## src/rtl/uart_rx.sv

```systemverilog
// ============================================================================
// Module   : uart_rx
// Brief    : Oversampling UART receiver with 3-sample majority vote,
//            optional even/odd parity and stop-bit checking.
// Revision : 1.0 - initial release
// ============================================================================
`default_nettype none

module uart_rx #(
  parameter int DATA_WIDTH = 8
) (
  input  logic                  CLK,
  input  logic                  RST,
  input  logic                  RX_IN,
  input  logic [5:0]            PRESCALE,
  input  logic                  PAR_EN,
  input  logic                  PAR_TYP,
  output logic [DATA_WIDTH-1:0] P_DATA,
  output logic                  DATA_VALID,
  output logic                  PAR_ERR,
  output logic                  STP_ERR
);

  localparam int BW = $clog2(DATA_WIDTH + 1);

  typedef enum logic [2:0] {
    S_IDLE   = 3'd0,
    S_START  = 3'd1,
    S_DATA   = 3'd2,
    S_PARITY = 3'd3,
    S_STOP   = 3'd4
  } state_t;

  state_t                state_q, state_d;
  logic [5:0]            tick_q, tick_d;
  logic [5:0]            presc_q, presc_d;
  logic                  par_en_q, par_en_d;
  logic                  par_typ_q, par_typ_d;
  logic [BW-1:0]         bit_q, bit_d;
  logic [1:0]            smp_q, smp_d;
  logic                  maj_q, maj_d;
  logic                  perr_q, perr_d;
  logic [DATA_WIDTH-1:0] shift_q, shift_d;
  logic [DATA_WIDTH-1:0] pdata_q, pdata_d;
  logic                  valid_q, valid_d;
  logic                  par_err_q, par_err_d;
  logic                  stp_err_q, stp_err_d;

  logic [5:0]            w_half;
  logic                  w_last;
  logic                  w_maj;

  assign w_half = presc_q >> 1;
  assign w_last = (tick_q == presc_q - 6'd1);
  // Third vote is the live line value at tick P/2+1
  assign w_maj  = (smp_q[0] & smp_q[1]) | (smp_q[0] & RX_IN) | (smp_q[1] & RX_IN);

  always_comb begin
    state_d   = state_q;
    tick_d    = tick_q;
    presc_d   = presc_q;
    par_en_d  = par_en_q;
    par_typ_d = par_typ_q;
    bit_d     = bit_q;
    smp_d     = smp_q;
    maj_d     = maj_q;
    perr_d    = perr_q;
    shift_d   = shift_q;
    pdata_d   = pdata_q;
    valid_d   = 1'b0;
    par_err_d = 1'b0;
    stp_err_d = 1'b0;

    if (state_q != S_IDLE) begin
      tick_d = w_last ? 6'd0 : tick_q + 6'd1;
      if (tick_q == w_half - 6'd1) smp_d[0] = RX_IN;
      if (tick_q == w_half)        smp_d[1] = RX_IN;
      if (tick_q == w_half + 6'd1) maj_d    = w_maj;
    end

    case (state_q)
      S_IDLE: begin
        tick_d = 6'd0;
        if (!RX_IN) begin
          state_d   = S_START;
          tick_d    = 6'd1;
          presc_d   = PRESCALE;
          par_en_d  = PAR_EN;
          par_typ_d = PAR_TYP;
          bit_d     = '0;
          perr_d    = 1'b0;
        end
      end
      S_START: begin
        if ((tick_q == w_half + 6'd1) && w_maj) begin
          state_d = S_IDLE;
          tick_d  = 6'd0;
        end else if (w_last) begin
          state_d = S_DATA;
        end
      end
      S_DATA: begin
        if (w_last) begin
          shift_d                 = shift_q >> 1;
          shift_d[DATA_WIDTH-1]   = maj_q;
          if (bit_q == BW'(DATA_WIDTH - 1)) begin
            bit_d   = '0;
            state_d = par_en_q ? S_PARITY : S_STOP;
          end else begin
            bit_d = bit_q + BW'(1);
          end
        end
      end
      S_PARITY: begin
        if (w_last) begin
          perr_d  = maj_q ^ (^shift_q) ^ par_typ_q;
          state_d = S_STOP;
        end
      end
      S_STOP: begin
        if (w_last) begin
          state_d   = S_IDLE;
          valid_d   = maj_q & ~perr_q;
          par_err_d = perr_q;
          stp_err_d = ~maj_q;
          if (maj_q && !perr_q) pdata_d = shift_q;
        end
      end
      default: state_d = S_IDLE;
    endcase
  end

  always_ff @(posedge CLK) begin
    if (!RST) begin
      state_q   <= S_IDLE;
      tick_q    <= '0;
      presc_q   <= '0;
      par_en_q  <= 1'b0;
      par_typ_q <= 1'b0;
      bit_q     <= '0;
      smp_q     <= '0;
      maj_q     <= 1'b0;
      perr_q    <= 1'b0;
      shift_q   <= '0;
      pdata_q   <= '0;
      valid_q   <= 1'b0;
      par_err_q <= 1'b0;
      stp_err_q <= 1'b0;
    end else begin
      state_q   <= state_d;
      tick_q    <= tick_d;
      presc_q   <= presc_d;
      par_en_q  <= par_en_d;
      par_typ_q <= par_typ_d;
      bit_q     <= bit_d;
      smp_q     <= smp_d;
      maj_q     <= maj_d;
      perr_q    <= perr_d;
      shift_q   <= shift_d;
      pdata_q   <= pdata_d;
      valid_q   <= valid_d;
      par_err_q <= par_err_d;
      stp_err_q <= stp_err_d;
    end
  end

  assign P_DATA     = pdata_q;
  assign DATA_VALID = valid_q;
  assign PAR_ERR    = par_err_q;
  assign STP_ERR    = stp_err_q;

endmodule

`default_nettype wire

```

## config.mk

```make
export PLATFORM = sky130hd
export DESIGN_NAME = uart_rx
export DESIGN_NICKNAME = d
export VERILOG_FILES = /design/src/rtl/uart_rx.sv
export SDC_FILE = /design/constraint.sdc
export NUM_CORES = 1
export LEC_CHECK = 0
export CAP_MARGIN = 20
export CORE_MARGIN = 5
export CORE_UTILIZATION = 45
export CTS_BUF_LIST = sky130_fd_sc_hd__clkbuf_2
export DETAILED_ROUTE_END_ITERATION = 8
export GPL_TIMING_DRIVEN = 0
export SETUP_SLACK_MARGIN = 0.2
export SLEW_MARGIN = 10
export SYNTH_ARGS = -nofsm -noshare
export SYNTH_HDL_FRONTEND = slang
export SYNTH_SLANG_ARGS = --single-unit
```

## constraint.sdc

```tcl
create_clock -name CLK -period 3.4 [get_ports CLK]
set_clock_uncertainty 0.2 [all_clocks]
set_input_delay 0.51 -clock CLK [delete_from_list [all_inputs] [get_ports CLK]]
set_output_delay 0.51 -clock CLK [all_outputs]
set_load 0.02 [all_outputs]
```

* After elaboration in Yosys (flattened, before gate mapping) *
Cells that the tools add are included.

word-level totals
  flip-flop bits (word level) = 44
  input port bits = 11
  output and inout port bits = 11
  word-level logic and storage cells = 85

cells by class
  add/sub/neg operators = 5
  equal/unequal tests = 15
  multiplexer cells = 21
  bitwise gates (word level) = 11
  reduce and logical (&&, ||, !) cells = 18

operators with widths
  kind                                                                    number
  3-bit two-way mux                                                       8
  6-bit equality test                                                     3
  6-bit two-way mux                                                       3
  3-bit case mux with 5 select lines                                      1
  4-bit two-way mux                                                       3
  6-bit case mux with 2 select lines                                      1
  3-bit AND reduction                                                     4
  2-bit != test (second input constant)                                   5
  2-bit AND reduction                                                     5
  4-bit case mux with 2 select lines                                      1
  8-bit parity                                                            1
  5-bit by 1-bit adder with 6-bit output (second input constant)          1
  6-bit by 1-bit adder with 6-bit output (second input constant)          1
  3-bit by 2-bit equality test with 1-bit output (second input constant)  2
  6-bit by 5-bit equality test with 1-bit output                          1
  6-bit AND reduction                                                     1
  5-bit by 1-bit subtractor with 6-bit output (second input constant)     1
  6-bit by 1-bit subtractor with 6-bit output (second input constant)     1
  4-bit by 1-bit adder with 4-bit output (second input constant)          1
  1-bit AND                                                               4
  4-bit by 3-bit equality test with 1-bit output (second input constant)  1
  2-bit nonzero test                                                      2
  3-bit by 1-bit equality test with 1-bit output (second input constant)  1
  3-bit equality test (second input constant)                             1
  10 further kinds                                                        17

* Logic depth before layout (Yosys ltp) *
Gate-level depths: netlist of run 1.

  depth in word-level cells = 6
  depth in mapped cells = 10
  gate-level depth less buffers = 8

* Least setup slack after synthesis of run 1 *
No wires, ideal clock.

  path kind = register to register
  start = register presc_q[1]
  end = register pdata_q[7] (netlist: P_DATA[7])
  library setup time = 128 ps
  arrival = 2385 ps
  required time = 3072 ps
  path slack = 688 ps
  cell stages (with the launch flop) = 10
  path buffers = 1
  clock period less this slack = 2712 ps
  path through = dfxtp_1 clkbuf_1 inv_1 ha_1 a21boi_2 a21oi_1 o2111ai_4 nor4_4 mux2i_1 nor2_1

between the ends
  longest elaborated chain between the ends = 3

RTL lines
  what                                         line  source
  start, declared                              36    logic [5:0] presc_q, presc_d;
  start signal, assigned                       152   presc_q <= presc_d;
  6-bit by 1-bit subtractor with 6-bit output  54    assign w_last = (tick_q == presc_q - 6'd1);
  6-bit equality test                          54
  3-bit AND reduction (no line)                -
  end signal, assigned                         160   pdata_q <= pdata_d;
  end, declared                                44    logic [DATA_WIDTH-1:0] pdata_q, pdata_d;

Every way passes these cells.
A chain may end at the register's enable or synchronous reset.

* Worst setup path after layout of run 1 *
  start = register presc_q[1]
  end = register pdata_q[4] (netlist: P_DATA[4])

Same word-level chain as after synthesis.

==> results of run 1 <==
synth_stat cells (all sizes together) (5+ instances only):
library cell  count  area [µm²]
dfxtp            44       880.8
nor2             38       142.6
nand2            27       101.4
xnor2            20       182.7
mux2i            19       190.2
a21oi            13       65.06
clkbuf           13       48.80
xor2             13       113.9
nand3             9       45.04
inv               8       30.03
ha                6       75.07
nor3              6       30.03
nor4              6       58.80
or3               6       37.54
buf               5       31.28
nand4             5       31.28
power breakdown:
group / total, mW / internal [mW] / switching, mW
sequential: 0.533 / 0.526 / 0.00699
combinational: 0.149 / 0.0598 / 0.0895
clock: 0.293 / 0.126 / 0.167
total: 0.975 / 0.712 / 0.263
layout by cell type, fill, tap and decap left out, types with 8 or more instances in the layout:
cell,n
nand3_1,9
clkdlybuf4s50_1,21
nor2_1,38
clkbuf_1,11
xnor2_1,19
mux2i_1,19
dfxtp_1,44
a21oi_1,13
nand2_1,27
clkbuf_2,8
xor2_1,13
sequential cells by signal, summed over array words and instances (netlist names), 2 cells and up:
register,cells
P_DATA,8
presc_q,6
smp_q,2
shift_q,8
bit_q,4
state_q,3
tick_q,6
logic make-up after synthesis:
family                     Yosys count  synth area share (%)
buffers and inverters               26                 4.557
DFF                                 44                 36.46
xor gates and xnor gates            33                 12.27
adders and majority gates            7                 3.521
and+or+nand+nor                    112                 23.04
muxes                               19                 7.871
AOI/OAI and AO/OA                   39                 12.27
what timing repair did:
item,CTS,global route
resized for setup,0,6
setup endpoints to repair,0,19
endpoints found under the hold margin,0,0
worst register-to-register path: stages (launching register included):
cell and delay (ns):
dfxtp_1 0.38, clkbuf_2 0.20, inv_1 0.11, ha_1 0.20
and2_1 0.18, o21ai_0 0.30, a31oi_4 0.21, nor4_4 0.71
mux2i_1 0.27, nor2_1 0.05
layout make-up:
type	count	area, µm²
Fill cell	503	2380
Multi-Input combinational cell	210	1434
Sequential cell	44	880.8
Timing Repair Buffer	21	210.2
Tap cell	70	87.58
Buffer	18	85.08
Clock inverter	2	35.03
Clock buffer	6	30.03
Inverter	8	30.03
per-layer routing:
metal | share of wire [%] | vias up
li1 | - | 1023
met3 | 5.5 | 10
met1 | 51 | 905
met2 | 42 | 47
met5 | 0 | -
met4 | 1.7 | 0
stage by stage:
| stage | total power, mW | std cells | setup slack (ns) | util (%) | hold slack, ns |
|---|---|---|---|---|---|
| final | 0.9752 | 379 | 0.4878 | 53.99 | 0.2885 |
| after floorplan | 0.6484 | 280 | 0.6878 | - | 0.2309 |
| after CTS | 0.9829 | 379 | 0.2589 | 53.73 | 0.2857 |
| after detailed placement | 0.6894 | 371 | 0.2910 | 52.47 | 0.2614 |
| after global placement | 0.6884 | 371 | 0.2848 | 52.47 | 0.2625 |
| after global routing | 1.026 | 379 | 0.2878 | 53.99 | 0.3040 |
final timing paths:
| kind | start | endpoint |
|---|---|---|
| max reg2reg | presc_q[1] | P_DATA[4] |
| min reg2reg | perr_q | PAR_ERR |
| min | perr_q | PAR_ERR |
| max | presc_q[1] | P_DATA[4] |
==> results.md, run 1 <==
* Status: finished, final reports clean
* Setup TNS Final at 0 ns
* Met2 usage at 22.81%
* Detailed Routing Iterations Pass 1 at 4
* Main flop type after synthesis: dfxtp_1
* R2R Setup Slk at 0.49 ns
* Max Clk Rate at 343.4 MHz
* Hold WC Path Type: flip-flop to flip-flop
* Die height at 83.28 µm
* Routed Antenna Nets at 0
* Gr ovfl total at 0
* Post-Syn Area at between 2000 and 2500 µm²
* Port Buf Inserts at 21
* Postcts setup bufs at 0
* Sink Count at 44
* Min Clock Period, post-route at 2.912 ns
* Drt via density at around 5.2
* Crit path cell chain: clkbuf_2 > inv_1 > ha_1 > and2_1 > o21ai_0 > a31oi_4 > nor4_4 > mux2i_1 > nor2_1
* Final number of setup-violating endpoints at 0
* Num CTS Buffers at 5
* Critical path's slowest cell: nor4_4
* Worst VDD drop at 0.2087 mV
* DR vias at 1985
* Worst Path Arrival at between 3 and 4 ns
* Number of synthesis warnings at 0
* N_diodes at 0
* Hold path cells at 2
* Seq/Total Area, Yosys at 36.46%
* DRC errors left at 0
* Final wirelength at roughly 5200 µm
* Type of element launching the critical path: flip-flop
* Slew headroom at between 30% and 40%
* Fin. Hold Viols at 0
* Largest stage delay, worst path at slightly above 0.7 ns
* Layout cells sized above 1 at under 10%
* Synth Area per Inst at between 8 and 9 µm²
* First-pass GRT wire length at 8852 µm
* Lkg Pwr at 0.9948 nW
* Net Count, Synth at just under 300
* TritonCTS clock tree: built
* Routing usage on met3 at 2.772%
* Pin count of the biggest net entering global routing at 14
* Wire per inst at 13.76 µm
* Worst-Margin Slew at between 0.9 and 1 ns
* Row cnt at 26
* IO Pins at 22
* Initial antenna violation count at 0
* Register bit total from synthesis at 44
* Clock transition at path regs at 0.21 ns
* Tcrit/Tclk final at 85.65%
* Die area at 6935 µm²
* Vias in the first global route at 1819
* Critical path class: flip-flop to flip-flop
* Max_cap viols at 0
* Later-pin clock latency in the skew report at 0.40 ns
* Crit path max fanout at 8
* GPL Wtd Cong at between 0.8 and 0.9
* CP Buf/Inv Count at 2
* Finished layout cell area at 2793 µm²
* Worst setup EP type: flip-flop
* Number of synthesized flops with an enable pin at 0
* Clock root buffer: clkbuf_2
* Worst Reg-to-Reg Cells at 9
* Number of stages on the worst setup path at 9
* Pwr dens at ~350 nW/µm²
* RSZ-0062 raised after global routing: no
* Tot GR Track Use at approximately 16%
* Core area at 5172 µm²
* Yosys cell types at 48
* Hold-fix buffers at CTS at 0
* CTS max path bufs at 2
* Area growth from synthesis to layout at 15.59%
* Async SR Flop Fraction at 0%
* Total Nets Final at between 300 and 400
* Synth Instances at 280
* Slew Viols, Final at 0
* Initial Util at a little under half
* WP data required at 3.51 ns
* Detailed placement HPWL at 3796 µm
* Top Family by Delay on Critical Path: simple AND/OR/NAND/NOR gates
* Die Width at 83.28 µm
* Area after DPL at 2714 µm²
* Busiest grt layer: met2
* DRT iter0 DRCs at 72
* H-Tree Level Count at 2
* Met1 global-route usage at 22.66%
Note: power is estimated with default switching activity, not from simulation.
==> run 2: changes to the inputs <==
- MAX_ROUTING_LAYER: unset -> met4
==> run 2 against run 1 <==
Effect of this change: critical path depth unchanged; die area unchanged; clock-buffer cell count unchanged; sequential share of layout area unchanged; routed wire length decreased by 0.13%; clock power about the same; sequential power about the same; power about the same; combinational power about the same; via count decreased by 0.81%; critical endpoint unchanged.
==> results.md, run 2 (synthesized netlist as in run 1, its figures left out) <==
* Status: finished, final reports clean
* Die Width at 83.28 µm (unchanged)
* Switch share at 26.95% (about the same)
* Worst VDD drop at 0.2087 mV (about the same)
* Critical path class: flip-flop to flip-flop
* H-Tree Level Count at 2 (unchanged)
* Type of element launching the critical path: flip-flop
* Worst setup EP type: flip-flop
* Setup TNS Final at 0 ns (unchanged)
* Power Total at 974.9 µW (about the same)
* Worst-Margin Slew at 1.020 ns (+0.03915 ns)
* Port Buf Inserts at 21 (unchanged)
* Max_cap viols at 0 (unchanged)
* TritonCTS clock tree: built
* Final wirelength at 5209 µm (-0.13%)
* First-pass GRT wire length at 8852 µm (unchanged)
* Combinational share of power at 15.3% (about the same)
* Clock Power Share at 30.1% (about the same)
* Drt via density at 5.195 (-0.81%)
* Slew Viols, Final at 0 (unchanged)
* Postcts setup bufs at 0 (unchanged)
* Hold WC Path Type: flip-flop to flip-flop
* Die area at 6935 µm² (unchanged)
* DR vias at 1969 (-0.81%)
* Wire per inst at 13.74 µm (-0.13%)
* Seq pwr share at 54.7% (about the same)
* Vias in the first global route at 1819 (unchanged)
* Later-pin clock latency in the skew report at 0.40 ns (about the same)
* Tot GR Track Use at 15.99% (+0.44 points)
* Routed Antenna Nets at 0 (unchanged)
* Clock root buffer: clkbuf_2
* Fin. Hold Viols at 0 (unchanged)
* Top Family by Delay on Critical Path: simple AND/OR/NAND/NOR gates
* Total Nets Final at 325 (unchanged)
* RSZ-0062 raised after global routing: no
* Final number of setup-violating endpoints at 0 (unchanged)
* Largest stage delay, worst path at 0.71 ns (about the same)
* Initial antenna violation count at 0 (unchanged)
* Gr ovfl total at 0 (unchanged)
* Tcrit/Tclk final at 85.23% (-0.42 points)
* Sink Count at 44 (unchanged)
* Slew headroom at 31.51% (-2.6 points)
* DRC errors left at 0 (unchanged)
* R2R Setup Slk at 0.50 ns (about the same)
* Die height at 83.28 µm (unchanged)
* Clock transition at path regs at 0.21 ns (about the same)
* DRT iter0 DRCs at 72 (unchanged)
* Row cnt at 26 (unchanged)
* WP data required at 3.51 ns (about the same)
* Crit path max fanout at 8 (unchanged)
* GPL Wtd Cong at 0.8623 (+1.6%)
* Layout cells sized above 1 at 7.767% (unchanged)
* Pin count of the biggest net entering global routing at 14 (unchanged)
* Critical path's slowest cell: nor4_4
* Min Clock Period, post-route at 2.898 ns (-0.01433 ns)
* Detailed Routing Iterations Pass 1 at 4 (unchanged)
* Net Switching at 262.7 µW (-0.10%)
* Crit path cell chain: clkbuf_2 > inv_1 > ha_1 > and2_1 > o21ai_0 > a31oi_4 > nor4_4 > mux2i_1 > nor2_1
* Int Pwr at 712.2 µW (about the same)
* Initial Util at 46.71% (unchanged)
* Lkg Pwr at 0.9948 nW (unchanged)
* Max Clk Rate at 345.1 MHz (+0.49%)
* Area growth from synthesis to layout at 15.59% (unchanged)
* Core area at 5172 µm² (unchanged)
* CTS max path bufs at 2 (unchanged)
* Detailed placement HPWL at 3796 µm (unchanged)
* Hold-fix buffers at CTS at 0 (unchanged)
* Most common library cell in the layout ignoring fill and taps: dfxtp_1
* Num CTS Buffers at 5 (unchanged)
* N_diodes at 0 (unchanged)
* Pwr dens at 349.1 nW/µm² (about the same)
* Worst Path Arrival at 3.01 ns (about the same)
* Most frequent cells in the layout: dfxtp_1, nor2_1, nand2_1
* IO Pins at 22 (unchanged)
* CP Buf/Inv Count at 2 (unchanged)
-- run 2: cell counts in the layout (fill, tap and decap cells not counted) --
No cell type changed its count.
-- run 2: metal layers --
metal  up-vias  global-route usage (%)  share of wire [%]
met2        43                   22.81                 42
li1       1027                       -                  -
met1       889                   22.66                 50
met5         -                       -                  0
met3        10                   2.772                5.5
met4         0                   5.498                1.7
-- run 2: power by group through the flow --
stage | clock network (mW) | logic, mW | registers [mW]
floorplan | 0 | 0.107 | 0.541
detailed placement | 0 | 0.146 | 0.543
global placement | 0 | 0.146 | 0.543
global route | 0.326 | 0.165 | 0.534
finish | 0.293 | 0.149 | 0.533
CTS | 0.303 | 0.147 | 0.533
-- run 2: worst paths after layout --
check | startpoint | to | cells past startpoint
worst max-delay path | presc_q[1] | P_DATA[4] | 9
worst min-delay path | perr_q | PAR_ERR | 2
worst max register to register | presc_q[1] | P_DATA[4] | 9
worst min register to register | perr_q | PAR_ERR | 2
-- run 2: worst register-to-register path, stage by stage (launching register included) --
cell and delay (ns):
dfxtp_1 0.38, clkbuf_2 0.20, inv_1 0.10, ha_1 0.20, and2_1 0.18, o21ai_0 0.30, a31oi_4 0.21, nor4_4 0.71
mux2i_1 0.27, nor2_1 0.05
-- run 2: cell type report --
cell class,instances,area [µm²]
Fill cell,503,2380
Buffer,18,85.08
Tap cell,70,87.58
Timing Repair Buffer,21,210.2
Inverter,8,30.03
Sequential cell,44,880.8
Clock buffer,6,30.03
Multi-Input combinational cell,210,1434
Clock inverter,2,35.03
-- run 2: what timing repair did --
action                                  in CTS  in global routing
endpoints found under the setup margin       0                 19
hold endpoints to repair                     0                  0
gates resized for setup                      0                  6
-- run 2: per-stage QoR --
step	hold slack (ns)	std cells	instance area (µm²)	setup WS, ns	util [%]
floorplan	0.2309	280	2416	0.6878	-
global placement	0.2625	371	2714	0.2848	52.47
detailed placement	0.2614	371	2714	0.2910	52.47
CTS	0.2857	379	2779	0.2589	53.73
global route	0.3040	379	2793	0.2878	53.99
finish	0.2863	379	2793	0.5021	53.99
